`src/rtl/imem_loader_pkg.sv`:
```
`default_nettype none
// ============================================================================
// Package : imem_loader_pkg
// Shared state encoding and stream framing constants for the boot loader.
// Rev     : 1.0
// ============================================================================
package imem_loader_pkg;

    typedef enum logic [2:0] {
        LEN0 = 3'd0,
        LEN1 = 3'd1,
        DATA = 3'd2,
        DONE = 3'd3,
        ERR  = 3'd4
    } loader_state_t;

    localparam int BYTES_PER_WORD = 4;
    localparam int HDR_BYTES      = 2;

endpackage
`default_nettype wire

```
`src/rtl/imem_loader_if.sv`:
```
`default_nettype none
// ============================================================================
// Interface : imem_loader_if
// Byte-stream input, instruction-memory write port and core boot status.
// Rev       : 1.0
// ============================================================================
interface imem_loader_if #(
    parameter int ADDR_W = 8,
    parameter int DATA_W = 32
);
    logic              byte_valid;
    logic [7:0]        byte_data;
    logic              byte_ready;
    logic              imem_we;
    logic [ADDR_W-1:0] imem_addr;
    logic [DATA_W-1:0] imem_wdata;
    logic              core_rst;
    logic              load_done;
    logic              load_err;
    logic [ADDR_W:0]   words_loaded;

    modport master (
        output byte_valid, byte_data,
        input  byte_ready, imem_we, imem_addr, imem_wdata,
        input  core_rst, load_done, load_err, words_loaded
    );

    modport slave (
        input  byte_valid, byte_data,
        output byte_ready, imem_we, imem_addr, imem_wdata,
        output core_rst, load_done, load_err, words_loaded
    );
endinterface
`default_nettype wire

```
`src/rtl/imem_loader_byte_packer.sv`:
```
`default_nettype none
// ============================================================================
// Module : imem_loader_byte_packer
// Little-endian byte-to-word assembly with a registered one-cycle word pulse.
// Rev    : 1.0
// ============================================================================
module imem_loader_byte_packer
    import imem_loader_pkg::*;
#(
    parameter int DATA_W = 32
) (
    input  wire logic              clk,
    input  wire logic              rst,
    input  wire logic              clear,
    input  wire logic              strobe,
    input  wire logic [7:0]        byte_in,
    output logic      [DATA_W-1:0] word,
    output logic                   word_valid,
    output logic                   last_lane
);

    localparam int CNT_W = $clog2(BYTES_PER_WORD);

    logic [CNT_W-1:0]  r_cnt;
    logic [DATA_W-9:0] r_asm;
    logic [DATA_W-1:0] r_word;
    logic              r_word_valid;

    assign last_lane  = (r_cnt == CNT_W'(BYTES_PER_WORD - 1));
    assign word       = r_word;
    assign word_valid = r_word_valid;

    // The top lane never lands in r_asm; it completes the word directly.
    always_ff @(posedge clk) begin
        if (rst) begin
            r_cnt        <= '0;
            r_asm        <= '0;
            r_word       <= '0;
            r_word_valid <= 1'b0;
        end else if (clear) begin
            r_cnt        <= '0;
            r_asm        <= '0;
            r_word_valid <= 1'b0;
        end else begin
            r_word_valid <= strobe & last_lane;
            if (strobe) begin
                if (last_lane) begin
                    r_word <= {byte_in, r_asm};
                    r_cnt  <= '0;
                end else begin
                    r_asm[{r_cnt, 3'b000} +: 8] <= byte_in;
                    r_cnt                       <= r_cnt + 1'b1;
                end
            end
        end
    end

endmodule
`default_nettype wire

```
`src/rtl/imem_loader.sv`:
```
`default_nettype none
// ============================================================================
// Module : imem_loader
// Boot loader: writes a length-prefixed byte stream into imem, then frees the core.
// Rev    : 1.0
// ============================================================================
module imem_loader
    import imem_loader_pkg::*;
#(
    parameter int ADDR_W = 8,
    parameter int DATA_W = 32
) (
    input  wire logic  clk,
    input  wire logic  rst,
    imem_loader_if.slave bus
);

    localparam int LEN_W = 8 * HDR_BYTES;
    localparam int CMP_W = LEN_W + 1;
    localparam logic [LEN_W:0] c_depth = {{LEN_W{1'b0}}, 1'b1} << ADDR_W;

    loader_state_t     r_state;
    loader_state_t     w_state_nxt;
    logic [LEN_W-1:0]  r_len;
    logic [LEN_W-1:0]  w_len_nxt;
    logic [ADDR_W:0]   r_words;
    logic [ADDR_W-1:0] r_addr;
    logic              r_byte_ready;
    logic              r_core_rst;
    logic              r_load_done;
    logic              r_load_err;

    logic              w_hs;
    logic              w_strobe;
    logic              w_last_lane;
    logic              w_word_write;
    logic              w_final_word;
    logic [CMP_W-1:0]  w_words_ext;
    logic [DATA_W-1:0] w_pk_word;
    logic              w_pk_valid;

    assign w_hs         = bus.byte_valid & r_byte_ready;
    assign w_strobe     = w_hs & (r_state == DATA);
    assign w_word_write = w_strobe & w_last_lane;
    assign w_words_ext  = CMP_W'(r_words) + CMP_W'(1);
    assign w_final_word = w_word_write & (w_words_ext == CMP_W'(r_len));

    imem_loader_byte_packer #(
        .DATA_W (DATA_W)
    ) u_byte_packer (
        .clk        (clk),
        .rst        (rst),
        .clear      (r_state != DATA),
        .strobe     (w_strobe),
        .byte_in    (bus.byte_data),
        .word       (w_pk_word),
        .word_valid (w_pk_valid),
        .last_lane  (w_last_lane)
    );

    always_comb begin
        w_state_nxt = r_state;
        w_len_nxt   = r_len;
        unique case (r_state)
            LEN0: begin
                if (w_hs) begin
                    w_len_nxt[7:0] = bus.byte_data;
                    w_state_nxt    = LEN1;
                end
            end
            LEN1: begin
                if (w_hs) begin
                    w_len_nxt = {bus.byte_data, r_len[7:0]};
                    if (w_len_nxt == '0)
                        w_state_nxt = DONE;
                    else if ({1'b0, w_len_nxt} > c_depth)
                        w_state_nxt = ERR;
                    else
                        w_state_nxt = DATA;
                end
            end
            DATA: begin
                if (w_final_word)
                    w_state_nxt = DONE;
            end
            DONE:    w_state_nxt = DONE;
            ERR:     w_state_nxt = ERR;
            default: w_state_nxt = LEN0;
        endcase
    end

    // core_rst follows the registered state, giving one extra reset cycle after DONE entry.
    always_ff @(posedge clk) begin
        if (rst) begin
            r_state      <= LEN0;
            r_len        <= '0;
            r_words      <= '0;
            r_addr       <= '0;
            r_byte_ready <= 1'b0;
            r_core_rst   <= 1'b1;
            r_load_done  <= 1'b0;
            r_load_err   <= 1'b0;
        end else begin
            r_state      <= w_state_nxt;
            r_len        <= w_len_nxt;
            r_byte_ready <= (w_state_nxt == LEN0) || (w_state_nxt == LEN1) ||
                            (w_state_nxt == DATA);
            r_core_rst   <= (r_state != DONE);
            r_load_done  <= (w_state_nxt == DONE);
            r_load_err   <= (w_state_nxt == ERR);
            if (w_word_write) begin
                r_addr  <= r_words[ADDR_W-1:0];
                r_words <= r_words + 1'b1;
            end
        end
    end

    assign bus.byte_ready   = r_byte_ready;
    assign bus.imem_we      = w_pk_valid;
    assign bus.imem_addr    = r_addr;
    assign bus.imem_wdata   = w_pk_word;
    assign bus.core_rst     = r_core_rst;
    assign bus.load_done    = r_load_done;
    assign bus.load_err     = r_load_err;
    assign bus.words_loaded = r_words;

endmodule
`default_nettype wire

```
`src/flat_wrapper.sv`:
```
// flat-port wrapper written by rule: the top's interface ports become plain ports
module imem_loader_flat import imem_loader_pkg::*;
#(
    parameter int ADDR_W = 8,
    parameter int DATA_W = 32
)
  (clk, rst, bus_byte_valid, bus_byte_data, bus_byte_ready, bus_imem_we, bus_imem_addr, bus_imem_wdata, bus_core_rst, bus_load_done, bus_load_err, bus_words_loaded);
  imem_loader_if #(.ADDR_W(ADDR_W), .DATA_W(DATA_W)) bus_i ();
  input  wire logic clk;
  input  wire logic rst;
  input wire logic [$bits(bus_i.byte_valid)-1:0] bus_byte_valid;
  input wire logic [$bits(bus_i.byte_data)-1:0] bus_byte_data;
  output wire logic [$bits(bus_i.byte_ready)-1:0] bus_byte_ready;
  output wire logic [$bits(bus_i.imem_we)-1:0] bus_imem_we;
  output wire logic [$bits(bus_i.imem_addr)-1:0] bus_imem_addr;
  output wire logic [$bits(bus_i.imem_wdata)-1:0] bus_imem_wdata;
  output wire logic [$bits(bus_i.core_rst)-1:0] bus_core_rst;
  output wire logic [$bits(bus_i.load_done)-1:0] bus_load_done;
  output wire logic [$bits(bus_i.load_err)-1:0] bus_load_err;
  output wire logic [$bits(bus_i.words_loaded)-1:0] bus_words_loaded;
  assign bus_i.byte_valid = bus_byte_valid;
  assign bus_i.byte_data = bus_byte_data;
  assign bus_byte_ready = bus_i.byte_ready;
  assign bus_imem_we = bus_i.imem_we;
  assign bus_imem_addr = bus_i.imem_addr;
  assign bus_imem_wdata = bus_i.imem_wdata;
  assign bus_core_rst = bus_i.core_rst;
  assign bus_load_done = bus_i.load_done;
  assign bus_load_err = bus_i.load_err;
  assign bus_words_loaded = bus_i.words_loaded;
  imem_loader #(.ADDR_W(ADDR_W), .DATA_W(DATA_W)) u_core (.clk(clk), .rst(rst), .bus(bus_i));
endmodule
```
`config.mk`:
```
export PLATFORM = sky130hd
export DESIGN_NAME = imem_loader_flat
export DESIGN_NICKNAME = d
export VERILOG_FILES = /design/src/rtl/imem_loader_pkg.sv /design/src/rtl/imem_loader_if.sv /design/src/rtl/imem_loader_byte_packer.sv /design/src/rtl/imem_loader.sv /design/src/flat_wrapper.sv
export SDC_FILE = /design/constraint.sdc
export NUM_CORES = 1
export LEC_CHECK = 0
export ABC_AREA = 1
export CAP_MARGIN = 20
export CORE_UTILIZATION = 50
export CTS_CLUSTER_DIAMETER = 60
export CTS_CLUSTER_SIZE = 30
export DETAILED_ROUTE_END_ITERATION = 10
export PLACE_DENSITY = 0.73
export SETUP_SLACK_MARGIN = 0.1
export SYNTH_ARGS = -nofsm -noshare
export SYNTH_HDL_FRONTEND = slang
export SYNTH_SLANG_ARGS = --single-unit
```
`constraint.sdc`:
```
create_clock -name clk -period 2.1 [get_ports clk]
set_clock_uncertainty 0.2 [all_clocks]
set_input_delay 0.42 -clock clk [delete_from_list [all_inputs] [get_ports clk]]
set_output_delay 0.42 -clock clk [all_outputs]
set_load 0.05 [all_outputs]
```
==> results.py, run 1 <==
metrics = {
    "outcome": {
        "status": "completed",
    },
    "layout": {
        "fin_cells": 733,
        "synthToLayoutAreaGrowth_pct": 26.5,
        "nets": 644,
        "antenna_cells": 0,
        "drive_gt1_share_pct": 23.1,
        "fillCellCount": 693,
    },
    "hold_path": {
        "hold_path_end": "u_core.u_byte_packer.r_asm[23]$_SDFFE_PP0P_",
        "hp-class": "reg -> reg",
        "worstHoldStart": "u_core.u_byte_packer.r_asm[23]$_SDFFE_PP0P_",
        "min_path_cells": 2,
    },
    "pwr": {
        "clkPwrFrac_pct": 38.4,
        "irDropWorstVdd_uv": 515,
        "power.total_mw": 3.46,
        "power.internal_mw": 2.65,
        "combPwrFrac_pct": 6.4,
        "switchingPower_uw": 808,
        "leakage_nw": 2.10,
        "power_frac_seq_pct": 55.2,
        "swShare_pct": 23.4,
        "power_density_nw_per_um2": 668,
    },
    "job": {
        "drv_cap": 0,
    },
    "placement": {
        "dp_cells": 714,
        "port_buffers": 64,
        "hpwlAfterDp_mm": 7.38,
        "dp_slack_ns": -0.0645,
        "gp_congestion": 0.908,
    },
    "critical_path": {
        "cpPeakStageDelay_ns": 0.57,
        "cp_max_fo": 8,
        "crit_path_start_kind": "register",
        "crit_arrival_ns": 1.93,
        "cp_cell_sequence": "nand3_2, nor2_2, nand2_1, nand3_1, nand2_1, nor2_1, nand3_2, nand2_2, a21oi_1",
        "rr_worst_depth": 9,
        "path_class": "reg -> reg",
        "critPathCaptureType": "register",
        "worstPathRequired_ns": 2.14,
        "rr_endpoint": "u_core.bus.byte_ready$_SDFF_PP0_",
        "r2r-start": "u_core.bus.words_loaded[2]$_SDFFE_PP0P_",
        "worst-r2r-setup-slack_ns": 0.21,
        "critPathSlowestCell": "dfxtp_1",
    },
    "timing": {
        "post-route-period-util_pct": 89.8,
        "tightest_slew_ns": 0.480,
        "finalSetupTns_ns": 0,
        "rsz0062_at_grt": "false",
        "setup_ws_ns": 0.213,
        "setup_violations": 0,
        "finalCriticalPeriod_ns": 1.89,
        "drv_slew": 0,
        "max-slew-margin-rel_pct": 68.1,
        "fmax_ghz": 0.530,
        "finalHoldViolCount": 0,
    },
    "grt": {
        "grt_pass1_vias": 3438,
        "globalRouteOverflowTotal": 0,
        "track_usage_pct": 24.8,
        "grt_first_pass_wirelength_mm": 16.6,
        "antenna_found_initial": 0,
        "grt_max_degree": 69,
    },
    "floorplan": {
        "die_h_um": 92.5,
        "initial_utilization_pct": 52.4,
        "dieArea_um2": 8550,
        "io_pins": 65,
        "core_area_um2": 7810,
        "fp-row-count": 32,
        "die_w_um": 92.5,
    },
    "route": {
        "detail-route-antenna-nets": 0,
        "drc": 0,
        "drt_pass1_iterations": 4,
        "drt_iter0_markers": 190,
        "vias": 3840,
        "via_per_inst": 5.24,
        "post_drt_wl_per_cell_um": 13.9,
        "wirelength_mm": 10.2,
    },
    "synth": {
        "synth.most_common_cell": "dfxtp_1",
        "synth_ff_type": "dfxtp_1",
        "yosysSeqAreaShare_pct": 48.4,
        "syn_inst": 540,
        "synth_top_area_share_pct": 48.4,
        "syn_nets": 557,
        "synth_area_leader_cell": "dfxtp_1",
        "synth_cell_type_count": 27,
        "async_flop_share_pct": 0,
        "ys_ff_latch": 99,
        "yosys_warnings": 0,
        "avgSynthCellArea_um2": 7.58,
        "synth-edff-count": 0,
        "synth_area_leaders": "dfxtp_1 (48%), o21ai_0 (8.2%), a21oi_1 (7.9%)",
        "syn_area_um2": 4090,
        "synth_common_cells": "dfxtp_1 (99), nor2_1 (75), nand2_1 (69)",
    },
    "clock_network": {
        "clock_latency_ns": 0.36,
        "cts_sinks": 99,
        "cts.path.max_buffers": 2,
        "cts_root_buffer": "clkbuf_8",
        "postCtsHoldBufs": 0,
        "htree_levels": 3,
        "numCtsBuffers": 9,
        "clk_pin_slew_ns": 0.09,
        "cts_tree": "done",
    },
}
## logic make-up (layout without fill, tap and decap cells)
| kind of cell | Yosys count | after routing | share of synthesized area [%] |
|---|---|---|---|
| buf+inv | 71 | 162 | 6.76 |
| simple gates | 221 | 221 | 25.0 |
| compound gates | 143 | 143 | 18.0 |
| fa+ha+maj | 6 | 6 | 1.83 |
| flops | 99 | 99 | 48.4 |
## per-stage QoR
step,util [%],instance area (um^2),hold slack [ns]
6_report,66.3,5180,0.266
5_1_grt,66.3,5180,0.281
4_1_cts,65.5,5120,0.267
3_5_place_dp,62.8,4900,0.253
3_3_place_gp,62.8,4900,0.250
2_1_floorplan,-,4100,0.242
## state kept, by name, indices dropped and copies added (netlist names)
name,flops
u_core.u_byte_packer.r_asm,24
u_core.u_byte_packer.r_cnt,2
u_core.r_state,3
u_core.bus.core_rst,1
u_core.u_byte_packer.word,32
u_core.bus.words_loaded,9
u_core.bus.imem_addr,8
u_core.bus.load_done,1
u_core.r_len,16
u_core.bus.byte_ready,1
u_core.u_byte_packer.word_valid,1
u_core.bus.load_err,1
## power by group through the flow
stage	clock network [mW]	registers, mW	logic, mW
6_report	1.33	1.91	0.221
3_3_place_gp	0	1.95	0.214
5_1_grt	1.42	1.91	0.243
4_1_cts	1.35	1.91	0.217
2_1_floorplan	0	1.96	0.105
3_5_place_dp	0	1.95	0.215
## how the worst max path moves through the flow
stage | start | endpoint | slack (ns)
final | u_core.bus.words_loaded[2]$_SDFFE_PP0P_ | u_core.bus.byte_ready$_SDFF_PP0_ | 0.21
after detailed placement | bus_byte_data[2] | u_core.r_state[1]$_SDFF_PP0_ | -0.06
after global routing | u_core.u_byte_packer.r_cnt[0]$_SDFFE_PP0P_ | u_core.u_byte_packer.r_asm[13]$_SDFFE_PP0P_ | 0.10
after CTS | u_core.bus.words_loaded[1]$_SDFFE_PP0P_ | u_core.bus.byte_ready$_SDFF_PP0_ | 0.15
after global placement | bus_byte_data[4] | u_core.bus.byte_ready$_SDFF_PP0_ | -0.03
after floorplan | u_core.bus.words_loaded[2]$_SDFFE_PP0P_ | u_core.bus.byte_ready$_SDFF_PP0_ | 0.13
## routing by layer
metal / global-route usage (%) / up-vias / wire (um)
li1: - / 1983 / -
met3: 4.68 / 24 / 551
met5: 0 / - / 0
met4: 13.4 / 0 / 388
met2: 38.1 / 109 / 4410
met1: 32.8 / 1724 / 4880
## timing repair
item                                    4_1_cts  5_1_grt
pin swaps                                     0        5
buffers inserted                              0        4
endpoints found under the setup margin        1        3
resized for setup                             1        9
## cells in the final DEF (no fill, tap or decap), types with 10 or more instances in the layout
| cell type | netlist | layout |
|---|---|---|
| dfxtp_1 | 99 | 97 |
| buf_4 | 0 | 85 |
| nor2_1 | 75 | 74 |
| nand2_1 | 69 | 67 |
| o21ai_0 | 67 | 67 |
| a21oi_1 | 65 | 65 |
| inv_1 | 40 | 39 |
| nand3_1 | 23 | 23 |
| nand4_1 | 22 | 22 |
| nand2_2 | 12 | 13 |
| clkdlybuf4s50_1 | 0 | 10 |
## critical path, delay by kind of cell (launching register included)
family	cells	cell delay, ns
AO/OA/AOI/OAI	1	0.07
flip-flops	1	0.57
AND/OR/NAND/NOR	8	0.92
## area by class of cell
cell class                 count  area, um^2  share of cell area, %
sequential                    99        1990                   38.4
multi-input combinational    370        1860                   35.9
timing repair buffer          99         807                   15.6
inverter                      48         180                   3.48
tap                          102         128                   2.46
clock buffer                   9         124                   2.39
clock inverter                 6        90.1                   1.74
Note: power is estimated with default switching activity, not from simulation.
==> run 2, diff against run 1 <==
CTS_BUF_LIST = sky130_fd_sc_hd__clkbuf_16   (was not set)
SYNTH_HIERARCHICAL = 1   (was not set)
==> run 2 against run 1 <==
Non-clock buffer count rose by 2. Synthesized area grew 1.6%. Largest power group unchanged. Routed wire length decreased by 0.17%. Utilization up 1.9 points. Die area rose by 1.6%. Hold slack lost 0.0064 ns. Via count increased by 4.6%. First-iteration DRC count increased by 33%. Cell area increased by 3.9%.
==> results.py, run 2 <==
metrics = {
    "timing": {
        "finalCriticalPeriod_ns": 1.94,
        "finalHoldViolCount": 0,
        "post-route-period-util_pct": 92.6,
        "max-slew-margin-rel_pct": 47.0,
        "fmax_ghz": 0.514,
        "setup_violations": 0,
        "drv_slew": 0,
        "tightest_slew_ns": 0.794,
        "setup_ws_ns": 0.155,
        "rsz0062_at_grt": "true",
    },
    "synth": {
        "yosys_warnings": 6,
        "synth.most_common_cell": "nor2_1",
        "synth_ff_type": "dfxtp_1",
        "syn_inst": 561,
        "synth_area_leaders": "dfxtp_1 (48%), nor2_1 (10%), nand2_1 (8.2%)",
        "synth_top_family_by_area": "simple AND/OR/NAND/NOR gates",
        "syn_nets": 578,
        "synth-edff-count": 0,
        "synth_area_leader_cell": "dfxtp_1",
        "yosysSeqAreaShare_pct": 47.7,
        "synth_fa_ha_area_share_pct": 1.81,
        "synth-compound-area-share_pct": 16.3,
        "synthMuxAreaShare_pct": 0,
        "synth_simple_gate_area_share_pct": 26.7,
        "synth_common_cells": "nor2_1 (111), dfxtp_1 (99), nand2_1 (91)",
        "async_flop_share_pct": 0,
        "synth-xor-area-share_pct": 0,
        "ys_ff_latch": 99,
        "synth_top_area_share_pct": 47.7,
        "avgSynthCellArea_um2": 7.41,
        "syn_area_um2": 4160,
        "synth_cell_type_count": 30,
    },
    "layout": {
        "largest_reg_flops": 32,
        "nets": 669,
        "synthToLayoutAreaGrowth_pct": 29.4,
        "multiInputGateArea_um2": 1910,
        "antenna_cells": 0,
        "final_common_cell": "nor2_1",
        "final_cell_mix": "nor2_1 (108), dfxtp_1 (95), nand2_1 (89), buf_4 (83), o21ai_0 (68)",
        "seq_area_um2": 1990,
        "drive_gt1_share_pct": 20.9,
        "fillCellCount": 672,
        "final_area_um2": 5380,
    },
    "floorplan": {
        "die_h_um": 93.2,
        "initial_utilization_pct": 52.7,
        "io_pins": 65,
        "fp-row-count": 32,
        "die_w_um": 93.2,
        "core_area_um2": 7890,
        "dieArea_um2": 8690,
    },
    "critical_path": {
        "worst-r2r-setup-slack_ns": 0.16,
        "cp_cell_sequence": "clkdlybuf4s50_1, nand2_1, nor2_1, nand3_1, nor2_1, nand3_1, nor2_2, nand3_2, nand2_2, nand2_1, nor2_1",
        "crit_arrival_ns": 2.03,
        "cp_max_fo": 3,
        "critPathCaptureType": "register",
        "worstPathRequired_ns": 2.18,
        "crit_path_start_kind": "input pin",
        "cp_common_cell": "nor2_1",
        "r2r-start": "u_core/bus.words_loaded[0]$_SDFFE_PP0P_",
        "cpPeakStageDelay_ns": 0.46,
        "critPathSlowestCell": "clkdlybuf4s50_1",
        "rr_worst_depth": 13,
        "endpoint": "u_core/bus.load_done$_SDFF_PP0_",
        "rr_endpoint": "u_core/bus.load_done$_SDFF_PP0_",
        "cp-startpoint": "bus_byte_valid",
        "path_class": "in -> reg",
    },
    "route": {
        "drt_iter0_markers": 252,
        "post_drt_wl_per_cell_um": 13.4,
        "vias": 4018,
        "drc": 0,
        "detail-route-antenna-nets": 0,
        "wirelength_mm": 10.2,
        "drt_pass1_iterations": 5,
        "via_per_inst": 5.29,
    },
    "placement": {
        "dp_slack_ns": -0.153,
        "dpl_cell_area_um2": 4880,
        "port_buffers": 64,
        "gp_congestion": 0.830,
        "hpwlAfterDp_mm": 6.92,
    },
    "clock_network": {
        "numCtsBuffers": 9,
        "cts_root_buffer": "clkbuf_16",
        "htree_levels": 3,
        "clock_latency_ns": 0.34,
        "cts_sinks": 99,
        "cts_tree": "done",
        "clk_pin_slew_ns": 0.07,
        "cts.path.max_buffers": 2,
    },
    "grt": {
        "globalRouteOverflowTotal": 0,
        "grt_pass1_vias": 3526,
        "antenna_found_initial": 0,
        "grt_max_degree": 33,
        "grt_first_pass_wirelength_mm": 16.3,
        "track_usage_pct": 23.8,
    },
    "pwr": {
        "leakage_nw": 2.38,
        "irDropWorstVdd_uv": 391,
        "power_density_nw_per_um2": 703,
    },
    "hold_path": {
        "worstHoldStart": "u_core/r_state[1]$_SDFF_PP0_",
        "hp-class": "reg -> reg",
    },
    "job": {
        "drv_cap": 0,
    },
    "outcome": {
        "status": "completed",
    },
}
==> run 2: cell types whose count changed in the layout (fill, tap and decap cells not counted), moves of 4 or more <==
cell	change
a21oi_1	-18
a31oi_1	+5
clkbuf_16	+11
clkbuf_8	-9
inv_2	-4
nand2_1	+22
nand2_2	-11
nand3_1	+5
nand4_1	-12
nor2_1	+34
o21ai_1	+4
==> run 2: stage by stage <==
step	TNS [ns]	hold slack [ns]	util [%]	total power, mW	std cells
floorplan	0	0.207	-	2.04	561
global placement	-0.659	0.229	61.9	2.13	732
detailed placement	-1.63	0.223	61.9	2.13	732
CTS	0	0.241	65.8	3.81	748
global route	-0.0356	0.284	68.2	3.90	759
finish	0	0.260	68.2	3.78	759
==> run 2: kinds of logic (layout without fill, tap and decap cells) <==
family,after synthesis,after routing
compound gates,132,132
buf+inv,67,163
simple gates,257,257
fa+ha+maj,6,6
flops,99,99
==> run 2: timing repair <==
action                     CTS  global route
resized for setup            5            21
hold buffers                 0             0
setup endpoints to repair    4            54
buffers inserted             0             8
cloned                       0             3
pin swaps                    1            10
==> run 2: final cells by class <==
type | count | area share [%]
clock buffer | 9 | 4.19
clock inverter | 7 | 1.49
timing repair buffer | 101 | 15.9
inverter | 46 | 3.46
tap | 102 | 2.37
sequential | 99 | 37.1
multi-input combinational | 395 | 35.6
==> run 2: how the worst min path moves through the flow <==
stage	slack (ns)	to	cells past startpoint
floorplan	0.21	u_core/bus.core_rst$_SDFF_PP1_	1
global placement	0.23	u_core/bus.core_rst$_SDFF_PP1_	1
detailed placement	0.22	u_core/bus.core_rst$_SDFF_PP1_	1
CTS	0.24	u_core/bus.core_rst$_SDFF_PP1_	1
global route	0.28	u_core/u_byte_packer/r_asm[5]$_SDFFE_PP0P_	2
finish	0.26	u_core/bus.core_rst$_SDFF_PP1_	1
==> run 2: layer usage <==
| layer | up-vias | GRT usage, % | wire [um] |
|---|---|---|---|
| met3 | 11 | 4.47 | 539 |
| met5 | - | 0 | 0 |
| li1 | 2031 | - | - |
| met1 | 1866 | 33.5 | 4850 |
| met2 | 110 | 36.5 | 4680 |
| met4 | 0 | 7.82 | 131 |
==> run 2: power by group <==
group / switching (mW) / internal [mW]
clock: 0.749 / 0.943
combinational: 0.115 / 0.0716
sequential: 0.0134 / 1.89
==> run 2: worst max-delay path, delay by kind of cell <==
kind	cells	cell delay (ns)
AND/OR/NAND/NOR	10	1.15
buffers and inverters	1	0.46
